$ cat src/rtl/midi_pkg.sv
// Shared types and byte constants for the MIDI message parser.
// Message type encoding equals the low three bits of the channel status nibble.
// No logic here; types and constants only.
package midi_pkg;

  typedef enum logic [2:0] {
    NOTE_OFF = 3'd0,
    NOTE_ON  = 3'd1,
    POLY_AT  = 3'd2,
    CC       = 3'd3,
    PROG     = 3'd4,
    CHAN_AT  = 3'd5,
    PBEND    = 3'd6
  } msg_type_t;

  localparam logic [3:0] ST_NOTE_OFF = 4'h8;
  localparam logic [3:0] ST_NOTE_ON  = 4'h9;
  localparam logic [3:0] ST_POLY_AT  = 4'hA;
  localparam logic [3:0] ST_CC       = 4'hB;
  localparam logic [3:0] ST_PROG     = 4'hC;
  localparam logic [3:0] ST_CHAN_AT  = 4'hD;
  localparam logic [3:0] ST_PBEND    = 4'hE;

  localparam logic [7:0] SYS_EX = 8'hF0;
  localparam logic [7:0] EOX    = 8'hF7;
  localparam logic [7:0] RT_MIN = 8'hF8;

  typedef enum logic [2:0] {
    S_IDLE,
    S_WAIT_D1,
    S_WAIT_D2,
    S_SYSEX,
    S_SKIP1,
    S_SKIP2
  } parse_state_t;

  // 8..E map onto 0..6 by dropping the top bit of the status nibble.
  function automatic msg_type_t nibble_to_type(input logic [3:0] nib);
    return msg_type_t'(nib[2:0]);
  endfunction

endpackage

$ cat src/rtl/midi_msg_parser.sv
// Byte-level MIDI parser: running status, SysEx/system-common skip, realtime split.
// Latency: message valid 1 cycle after final data byte; realtime pulse 1 cycle after its byte.
// Backpressure: every input byte stalls while the message register is full and not being taken.
module midi_msg_parser
  import midi_pkg::*;
#(
  parameter bit VEL0_IS_OFF = 1'b1,
  parameter int ERR_W       = 8
) (
  input  logic             clk,
  input  logic             reset,
  input  logic [7:0]       in_data,
  input  logic             in_valid,
  output logic             in_ready,
  input  logic             omni,
  input  logic [3:0]       channel,
  output msg_type_t        msg_type,
  output logic [3:0]       msg_chan,
  output logic [6:0]       msg_d1,
  output logic [6:0]       msg_d2,
  output logic             msg_valid,
  input  logic             msg_ready,
  output logic [7:0]       rt_byte,
  output logic             rt_valid,
  output logic [ERR_W-1:0] err_count
);

  parse_state_t state, state_nxt;
  logic [3:0]   rs_nib, rs_nib_nxt;
  logic [3:0]   rs_chan, rs_chan_nxt;
  logic [6:0]   d1_q, d1_nxt;
  // Set while WAIT_D1 was entered straight from a status byte (nothing delivered yet).
  logic         fresh, fresh_nxt;

  logic         accept;
  logic         done;
  logic         keep;
  logic [6:0]   done_d1;
  logic [6:0]   done_d2;
  msg_type_t    done_type;
  logic         err_inc;
  logic         rt_hit;

  assign in_ready = !reset && !(msg_valid && !msg_ready);
  assign accept   = in_valid && in_ready;

  always_comb begin
    state_nxt   = state;
    rs_nib_nxt  = rs_nib;
    rs_chan_nxt = rs_chan;
    d1_nxt      = d1_q;
    fresh_nxt   = fresh;
    done        = 1'b0;
    done_d1     = '0;
    done_d2     = '0;
    err_inc     = 1'b0;
    rt_hit      = 1'b0;

    if (accept) begin
      if (in_data >= RT_MIN) begin
        rt_hit = 1'b1;
      end else if (in_data[7]) begin
        if (in_data < SYS_EX) begin
          if (state == S_WAIT_D2 || (state == S_WAIT_D1 && fresh))
            err_inc = 1'b1;
          rs_nib_nxt  = in_data[7:4];
          rs_chan_nxt = in_data[3:0];
          state_nxt   = S_WAIT_D1;
          fresh_nxt   = 1'b1;
        end else begin
          rs_nib_nxt  = '0;
          rs_chan_nxt = '0;
          fresh_nxt   = 1'b0;
          case (in_data)
            SYS_EX:       state_nxt = S_SYSEX;
            8'hF1, 8'hF3: state_nxt = S_SKIP1;
            8'hF2:        state_nxt = S_SKIP2;
            default:      state_nxt = S_IDLE;   // F4..F7, including EOX
          endcase
        end
      end else begin
        case (state)
          S_IDLE: err_inc = 1'b1;
          S_WAIT_D1: begin
            if (rs_nib == ST_PROG || rs_nib == ST_CHAN_AT) begin
              done      = 1'b1;
              done_d1   = in_data[6:0];
              fresh_nxt = 1'b0;
            end else begin
              d1_nxt    = in_data[6:0];
              state_nxt = S_WAIT_D2;
            end
          end
          S_WAIT_D2: begin
            done      = 1'b1;
            done_d1   = d1_q;
            done_d2   = in_data[6:0];
            state_nxt = S_WAIT_D1;
            fresh_nxt = 1'b0;
          end
          S_SKIP2: state_nxt = S_SKIP1;
          S_SKIP1: state_nxt = S_IDLE;
          default: state_nxt = state;       // SysEx payload
        endcase
      end
    end

    keep      = done && (omni || rs_chan == channel);
    done_type = nibble_to_type(rs_nib);
    if (VEL0_IS_OFF && done_type == NOTE_ON && done_d2 == 7'd0)
      done_type = NOTE_OFF;
  end

  always_ff @(posedge clk) begin
    if (reset) begin
      state     <= S_IDLE;
      rs_nib    <= '0;
      rs_chan   <= '0;
      d1_q      <= '0;
      fresh     <= 1'b0;
      msg_type  <= NOTE_OFF;
      msg_chan  <= '0;
      msg_d1    <= '0;
      msg_d2    <= '0;
      msg_valid <= 1'b0;
      rt_byte   <= '0;
      rt_valid  <= 1'b0;
      err_count <= '0;
    end else begin
      state    <= state_nxt;
      rs_nib   <= rs_nib_nxt;
      rs_chan  <= rs_chan_nxt;
      d1_q     <= d1_nxt;
      fresh    <= fresh_nxt;
      rt_valid <= rt_hit;
      if (rt_hit)
        rt_byte <= in_data;
      if (err_inc && err_count != {ERR_W{1'b1}})
        err_count <= err_count + ERR_W'(1);
      // A byte is only accepted when the register is empty or draining this cycle.
      if (keep) begin
        msg_type  <= done_type;
        msg_chan  <= rs_chan;
        msg_d1    <= done_d1;
        msg_d2    <= done_d2;
        msg_valid <= 1'b1;
      end else if (msg_ready) begin
        msg_valid <= 1'b0;
      end
    end
  end

endmodule
$ cat config.mk
export PLATFORM = sky130hd
export DESIGN_NAME = midi_msg_parser
export DESIGN_NICKNAME = d
export VERILOG_FILES = /design/src/rtl/midi_pkg.sv /design/src/rtl/midi_msg_parser.sv
export SDC_FILE = /design/constraint.sdc
export NUM_CORES = 1
export LEC_CHECK = 0
export CAP_MARGIN = 20
export CORE_ASPECT_RATIO = 0.9
export CORE_MARGIN = 3
export CORE_UTILIZATION = 35
export DETAILED_ROUTE_END_ITERATION = 10
export GPL_ROUTABILITY_DRIVEN = 0
export HOLD_SLACK_MARGIN = 0.08
export MAX_ROUTING_LAYER = met4
export PLACE_DENSITY = 0.68
export SLEW_MARGIN = 20
export SYNTH_ARGS = -nofsm -noshare
export SYNTH_HDL_FRONTEND = slang
export SYNTH_SLANG_ARGS = --single-unit
$ cat constraint.sdc
create_clock -name clk -period 3.55 [get_ports clk]
set_input_delay 0.71 -clock clk [delete_from_list [all_inputs] [get_ports clk]]
set_output_delay 0.71 -clock clk [all_outputs]
set_load 0.005 [all_outputs]
* After elaboration in Yosys (flattened, before gate mapping)
Index checks and enable logic that the tools add are counted.
Word-level totals: flip-flop bits (word level) 58, input bits 17, output and inout bits 40, logic and storage cells 93
Cells by class: add/subtract/negate cells 1, order comparisons 2, eq/ne operators 15, muxes and demuxes 36, bitwise gates (word level) 3, reduce and logical (&&, ||, !) cells 23
Operators with widths (number):
- 2-to-1 mux 7 bit | 8
- equality test 8 bit, second input constant | 4
- 2-to-1 mux 1 bit | 17
- case mux 7 bit (2 select lines) | 1
- 2-to-1 mux 3 bit | 4
- case mux 3 bit (4 select lines) | 1
- case mux 3 bit (3 select lines) | 1
- adder 8 x 1 -> 8 bit, second input constant | 1
- equality test 4 bit, second input constant | 2
- >= comparator 8 bit, second input constant | 1
- less-than comparator 8 bit, second input constant | 1
- 2-to-1 mux 4 bit | 2
- inequality test 8 bit, second input constant | 1
- AND reduction 4 bit | 2
- logical AND 1 bit | 7
- logical NOT 7 bit | 1
- equality test 3 x 1 -> 1 bit, second input constant | 2
- equality test 3 bit, second input constant | 2
- AND reduction 5 bit | 1
- nonzero test 5 bit | 1
- equality test 4 bit | 1
- case mux 1 bit (2 select lines) | 2
- equality test 3 x 2 -> 1 bit, second input constant | 1
- logical NOT 1 bit | 3
- 9 further kinds | 13

* Depth between registers and ports, before layout
Gate-level depths: netlist of run 1.
word-level depth 9, mapped depth 8, gate-level depth less buffers 5

* Worst setup path after synthesis of run 1
No wires, ideal clock.
kind input-to-reg, start point input reset, end point register msg_d1[2], setup time 0.116 ns, arrival 2.333 ns, required time 3.434 ns, slack 1.101 ns, stages on the path 7, path buffers 3, cell sequence nand2b_4 > or3_1 > buf_2 > or4b_4 > buf_6 > buf_2 > a31o_2
Between the ends: longest elaborated chain between the ends 5, elaborated cells on any way between the ends 6, classes of those cells 2 x mux; 4 x reduce/logical
Ends and longest elaborated chain:
- start: declaration | RTL line midi_msg_parser.sv:11 | input logic reset,
- logical NOT 1 bit | RTL line midi_msg_parser.sv:44 | assign in_ready = !reset && !(msg_valid && !msg_ready);
- logical AND 1 bit | RTL line midi_msg_parser.sv:44
- logical AND 1 bit | RTL line midi_msg_parser.sv:45 | assign accept = in_valid && in_ready;
- 2-to-1 mux 1 bit | RTL line midi_msg_parser.sv:59 | if (accept) begin
- logical AND 1 bit | RTL line midi_msg_parser.sv:108 | keep = done && (omni || rs_chan == channel);
- end signal: assignment | RTL line midi_msg_parser.sv:144 | msg_d1 <= done_d1;
- end: declaration | RTL line midi_msg_parser.sv:19 | output logic [6:0] msg_d1,
Several ways; a longest one is shown, not always the timed one. A chain may end at the register's enable or synchronous reset.

* Final worst setup path of run 1
start point input reset, end point output in_ready
Between the ends: longest elaborated chain between the ends 2
Ends and longest elaborated chain:
- logical NOT 1 bit | RTL line midi_msg_parser.sv:44
- logical AND 1 bit | RTL line midi_msg_parser.sv:44
- end: declaration | RTL line midi_msg_parser.sv:14 | output logic in_ready,
No other way between the ends.

==> impl_results.md, run 1 <==
* GR Util met1 at 21.0%
* First-pass GRT wire length at 10500 um
* Site row count at 28
* Hold WC Path Type: register to register
* # hold bufs at CTS at 0
* P per Cell Area at 396 nW/um^2
* Relative slew slack at 40.3%
* Critical path cell sequence: clkdlybuf4s50_1 > buf_4 > nor2_1 > clkdlybuf4s50_1
* Share of post-route cells with drive strength above 1 at 11.0%
* Total Routing Usage GR at 16.9%
* Vias in the first global route at 2153
* FMAX at 0.353 GHz
* Total negative slack at 0 ns
* Area grow syn2layout at 32.5%
* Leak pwr at 1.18 nW
* CP peak stage delay at 0.47 ns
* Gr ovfl total at 0
* Worst-path clk slew at 0.07 ns
* Reg power frac at 50.7%
* TritonCTS Sinks at 58
* Area contributors post-synth: dfxtp_1 46%, mux2i_1 7.2%, nor2_1 4.1%, a21oi_1 3.2%, o21ai_0 3.2%
* Syn_area_per_cell at 9.00 sq um
* R2r setup slk at 1.30 ns
* H-Tree Depth at 3
* Post-synth EDFFs at 0
* Ys async rst share at 0%
* Fillcell total at 630
* Die Y at 86.2 um
* Mapped Area at 2500 sq um
* Most common cell after layout, fill and taps aside: dfxtp_1
* Port Buf Inserts at 56
* Post-CTS sizing at 0
* Final Cycle Share at 79.8%
* Worst path arrival time at 2.12 ns
* Syn Nets at 296
* DRT iter0 DRCs at 130
* CP bufs+invs at 3
* Final hold vios at 0
* Setup crit start: reset
* YS warnings at 0
* DRT antenna net count at 0
* Req. time, crit path at 2.84 ns
* Worst setup path endpoint: in_ready
* Switching share of power at 24.8%
* Peak supply drop at 0.000191 V
* Die area at 8200 sq um
* Reg2Reg Capture Point: msg_d1[4]
* Initial antenna violation count at 0
* Most used routing layer: met2
* Final Skew at 0.00882 ns
* Die width at 95.1 um
* Setup violations, final at 0
* CP max stage cell: clkdlybuf4s50_1
* Worst slew pin tran at 0.889 ns
* #FFs+latches synth at 58
* CTS root buf: clkbuf_8
* # DRC at 0
* Final HPWL DP at 4280 um
* Via count at 2225
* Seq/Total Area, Yosys at 46.4%
* Combinational Power Share at 7.4%
* Final net count at 349
* Core area at 6760 sq um
* Minimum clock period after layout at 2.83 ns
* Largest net degree at the start of global routing at 40
* N_diodes at 0
* Switching power at 0.325 mW
* Synth top area share at 46.4%
* Startpoint Class: input pin
* RSZ-0062 raised after global routing: false
* CP max FO at 39
* Setup Buffers After CTS at 0
* Hold Crit Depth at 2
* Vias per cell at 5.22
* Fin. max-slew vios at 0
* Final core utilization at 49.0%
* First drt pass iteration count at 4
* Crit path depth at 4
* DR WL/cell at 14.7 um
* Synth cell types at 43
* Fin Hold WS at 0.459 ns
* Outcome: finished, final reports clean
* Initial Util at 37.0%
* TritonCTS Buffers at 9
* R2R depth at 5
* Synth area leader: dfxtp_1
* Met2 usage at 24.5%
* Internal power at 0.988 mW
* FF-to-FF Start: msg_valid
* Clk_lat worst skew at 0.34 ns
* CTS Buffer Depth at 2
* Critical path class: input pin to primary output
* Cell mode on critical path: clkdlybuf4s50_1
* Synthesized netlist cell count at 278
* Synth Flop Type: dfxtp_1
* Met3 GRT Util at 5.99%
* Most frequent cells in the layout: 58 x dfxtp_1, 56 x clkdlybuf4s50_1, 27 x nor2_1
* Number of max-cap violations at 0
* I/O pin count at 57
* Crit end category: primary output
* CTS tree: done
* Post-Route WL at 6260 um
* Clk pwr share at 41.9%
* Worst path top cell family by delay: buffers and inverters
==> per-layer routing <==
layer	share of wire (%)	wire, um
met4	2.1	132
met1	47	2950
met3	6.1	380
met2	45	2800
met5	0	0
==> through the flow <==
stage	power [mW]	worst slack [ns]	instance area [sq um]	std cells
after global routing	1.37	0.629	3310	426
after CTS	1.33	0.705	3310	426
final	1.31	0.718	3310	426
after global placement	0.776	0.433	3130	410
after floorplan	0.732	1.10	2500	278
after detailed placement	0.777	0.444	3130	410
==> how the worst min path moves through the flow <==
| stage | end | slack [ns] | from |
|---|---|---|---|
| 2_1_floorplan | rs_nib[0] | 0.43 | rs_nib[0] |
| 3_3_place_gp | rs_nib[0] | 0.44 | rs_nib[0] |
| 3_5_place_dp | rs_nib[0] | 0.45 | rs_nib[0] |
| 4_1_cts | rs_nib[0] | 0.46 | rs_nib[0] |
| 5_1_grt | rs_nib[0] | 0.47 | rs_nib[0] |
| 6_report | rs_nib[0] | 0.46 | rs_nib[0] |
==> layout make-up <==
class	instances	area, sq um	share of cell area, %
inverters	3	11.3	0.340
multi-input cells	195	1230	37.0
well taps	90	113	3.40
clock inverters	5	28.8	0.869
flip-flops and latches	58	1160	35.0
repair buffers	64	621	18.7
clock buffers	11	151	4.57
==> power by group through the flow <==
stage	registers [mW]	logic [mW]	clock network (mW)
2_1_floorplan	0.678	0.0540	0
3_3_place_gp	0.680	0.0962	0
3_5_place_dp	0.680	0.0969	0
4_1_cts	0.665	0.0976	0.565
5_1_grt	0.666	0.108	0.593
6_report	0.666	0.0974	0.549
==> registers in the layout, summed over array words and instances, names as in the netlist <==
| name | count |
|---|---|
| rs_nib | 4 |
| state | 3 |
| fresh | 1 |
| msg_chan | 4 |
| msg_type | 3 |
| rt_valid | 1 |
| err_count | 8 |
| msg_d2 | 7 |
| rs_chan | 4 |
| msg_d1 | 7 |
| rt_byte | 8 |
| d1_q | 7 |
| msg_valid | 1 |
==> logic make-up (layout without fill, tap and decap cells) <==
kind of cell    count (synthesis)  after routing  synth area share [%]
compound gates                 63             63                  16.8
xor+xnor                        6              6                  2.10
fa+ha+maj                       1              1                 0.500
buf+inv                        25             83                  4.50
flops                          58             58                  46.4
mux                            18             18                  7.20
simple gates                  107            107                  22.5
==> worst reg2reg max path: cells and delay by family (launching register included) <==
kind | cells | cell delay, ns
flip-flops | 1 | 0.32
AO/OA/AOI/OAI | 1 | 0.13
AND/OR/NAND/NOR | 4 | 1.75
==> cell usage after synthesis, drive strengths merged, types with 2 or more instances <==
cell     n
a21oi   16
inv      3
nor4     2
nand2   18
nor2    27
nand4   12
mux2i   18
nand3   15
nor3    13
or3      6
xnor2    4
a31oi    2
clkbuf  16
buf      6
o21ai   16
nand2b   5
o21a     5
a22oi    7
nand3b   2
a31o     7
dfxtp   58
xor2     2
and4     2
No activity file was read; power rests on OpenSTA's default activity.
==> run 2: changes to the inputs <==
- PLACE_DENSITY: 0.68 -> 0.7
- clock period: 3.55 -> 2.5 ns (I/O delays scaled with it)
==> run 2 against run 1 <==
Compared with the run above: clock power up 28%; register-to-register slack worse by 0.80 ns; cell area up 2.2%; flip-flop and latch count unchanged; critical endpoint unchanged; die area unchanged; combinational power up 55%.
==> impl_results.md, run 2 (same netlist as run 1, synthesis figures left out) <==
* Vias per cell at 5.32 (+2.0%)
* Startpoint Class: input pin
* Final net count at 361 (+3.4%)
* H-Tree Depth at 3 (unchanged)
* DRT antenna net count at 0 (unchanged)
* Minimum clock period after layout at 2.38 ns
* Placement Cell Area at 3240 sq um (+3.3%)
* Req. time, crit path at 2.00 ns (-0.84 ns)
* Setup violations, final at 0 (unchanged)
* Most common cell after layout, fill and taps aside: dfxtp_1
* Area grow syn2layout at 35.4%
* Leak pwr at 1.23 nW (+3.7%)
* TritonCTS Buffers at 9 (unchanged)
* CTS root buf: clkbuf_8
* Worst-path clk slew at 0.06 ns (about the same)
* Clk_lat worst skew at 0.34 ns (about the same)
* CTS tree: done
* Biggest regs: err_count x8, rt_byte x8
* Crit end category: primary output
* P per Cell Area at 531 nW/um^2 (+34%)
* I/O pin count at 57 (unchanged)
* FMAX at 0.420 GHz
* Port Buf Inserts at 56 (unchanged)
* Share of post-route cells with drive strength above 1 at 12.8% (+1.8 points)
* Design Area, Final at 3390 sq um (+2.2%)
* CTS Buffer Depth at 2 (unchanged)
* Site row count at 28 (unchanged)
* Core area at 6760 sq um (unchanged)
* Die Y at 86.2 um (unchanged)
* Worst slew pin tran at 0.727 ns (-0.162 ns)
* Outcome: finished, final reports clean
* Critical path class: input pin to primary output
* Initial antenna violation count at 0 (unchanged)
* Final HPWL DP at 4540 um (+6.1%)
* DRT iter0 DRCs at 177 (+36%)
* N_diodes at 0 (unchanged)
* Final hold vios at 0 (unchanged)
* Peak supply drop at 0.000342 V (+79%)
* Post-Route WL at 6510 um (+3.9%)
* CP max FO at 39 (unchanged)
* Fillcell total at 616 (-2.2%)
* Largest net degree at the start of global routing at 40 (unchanged)
* Die width at 95.1 um (unchanged)
* Most frequent cells in the layout: 58 x dfxtp_1, 56 x clkdlybuf4s50_1, 27 x nor2_1
* Gr ovfl total at 0 (unchanged)
* Number of max-cap violations at 0 (unchanged)
* First drt pass iteration count at 4 (unchanged)
* Final Cycle Share at 95.2%
* Final Skew at 0.00652 ns (-0.00230 ns)
* Final core utilization at 50.1% (+1.1 points)
* First-pass GRT wire length at 10800 um (+3.0%)
* DR WL/cell at 15.0 um (+2.0%)
* Initial Util at 37.0% (unchanged)
* Relative slew slack at 51.4% (+11 points)
* Via count at 2311 (+3.9%)
* Setup Buffers After CTS at 0 (unchanged)
* # DRC at 0 (unchanged)
* TritonCTS Sinks at 58 (unchanged)
* Total Routing Usage GR at 17.5% (+0.65 points)
* Hold WC Path Type: register to register
* RSZ-0062 raised after global routing: false
* Fin. max-slew vios at 0 (unchanged)
* Die area at 8200 sq um (unchanged)
* Vias in the first global route at 2213 (+2.8%)
* Worst path arrival time at 1.88 ns (-0.24 ns)
[run 2: per-layer routing]
metal	up-vias	track usage [%]	part of all wire, %
li1	1136	-	-
met1	1084	23.0	48
met2	79	25.5	44
met3	12	5.30	6.7
met4	0	6.29	1.6
met5	-	-	0
[run 2: power by group]
part           total [mW]  switching, mW  internal, mW
sequential          0.946         0.0109         0.935
clock               0.701          0.338         0.362
combinational       0.151         0.0812        0.0694
total                1.80          0.430          1.37
[run 2: timing repair]
action,CTS,global route
gates resized for setup,0,1
endpoints found under the setup margin,0,1
hold buffers,0,0
[run 2: path summary, 6_finish.rpt]
check,end,cells after the start,from,slack (ns)
min,rs_nib[0],2,rs_nib[0],0.46
max,in_ready,4,reset,0.12
min reg2reg,rs_nib[0],2,rs_nib[0],0.46
max reg2reg,err_count[5],7,msg_valid,0.50
[run 2: area by class of cell]
cell class                      instances  area (sq um)  area share [%]
Multi-Input combinational cell        195          1230            36.3
Sequential cell                        58          1160            34.3
Timing Repair Buffer                   76           727            21.5
Clock buffer                           11           141            4.18
Tap cell                               90           113            3.33
Inverter                                3          11.3           0.333
Clock inverter                          1          5.00           0.148
[run 2: through the flow]
stage,TNS (ns),power (mW),setup WS [ns],hold slack [ns],instances
floorplan,0,1.04,0.261,0.432,278
global placement,-0.361,1.11,-0.0419,0.444,422
detailed placement,-0.824,1.11,-0.108,0.450,422
CTS,0,1.82,0.0450,0.459,434
global route,0,1.88,0.0907,0.478,434
finish,0,1.80,0.120,0.461,434
[run 2: worst max-delay path: stages]
cell,delay [ns]
clkdlybuf4s50_1,0.50
buf_6,0.29
nor2_1,0.09
clkdlybuf4s50_1,0.48
==> run 3: changes to the inputs <==
- CTS_CLUSTER_SIZE: not set -> 12
==> results of run 3 <==
The final DEF is identical to that of run 2; final timing and power are the same.
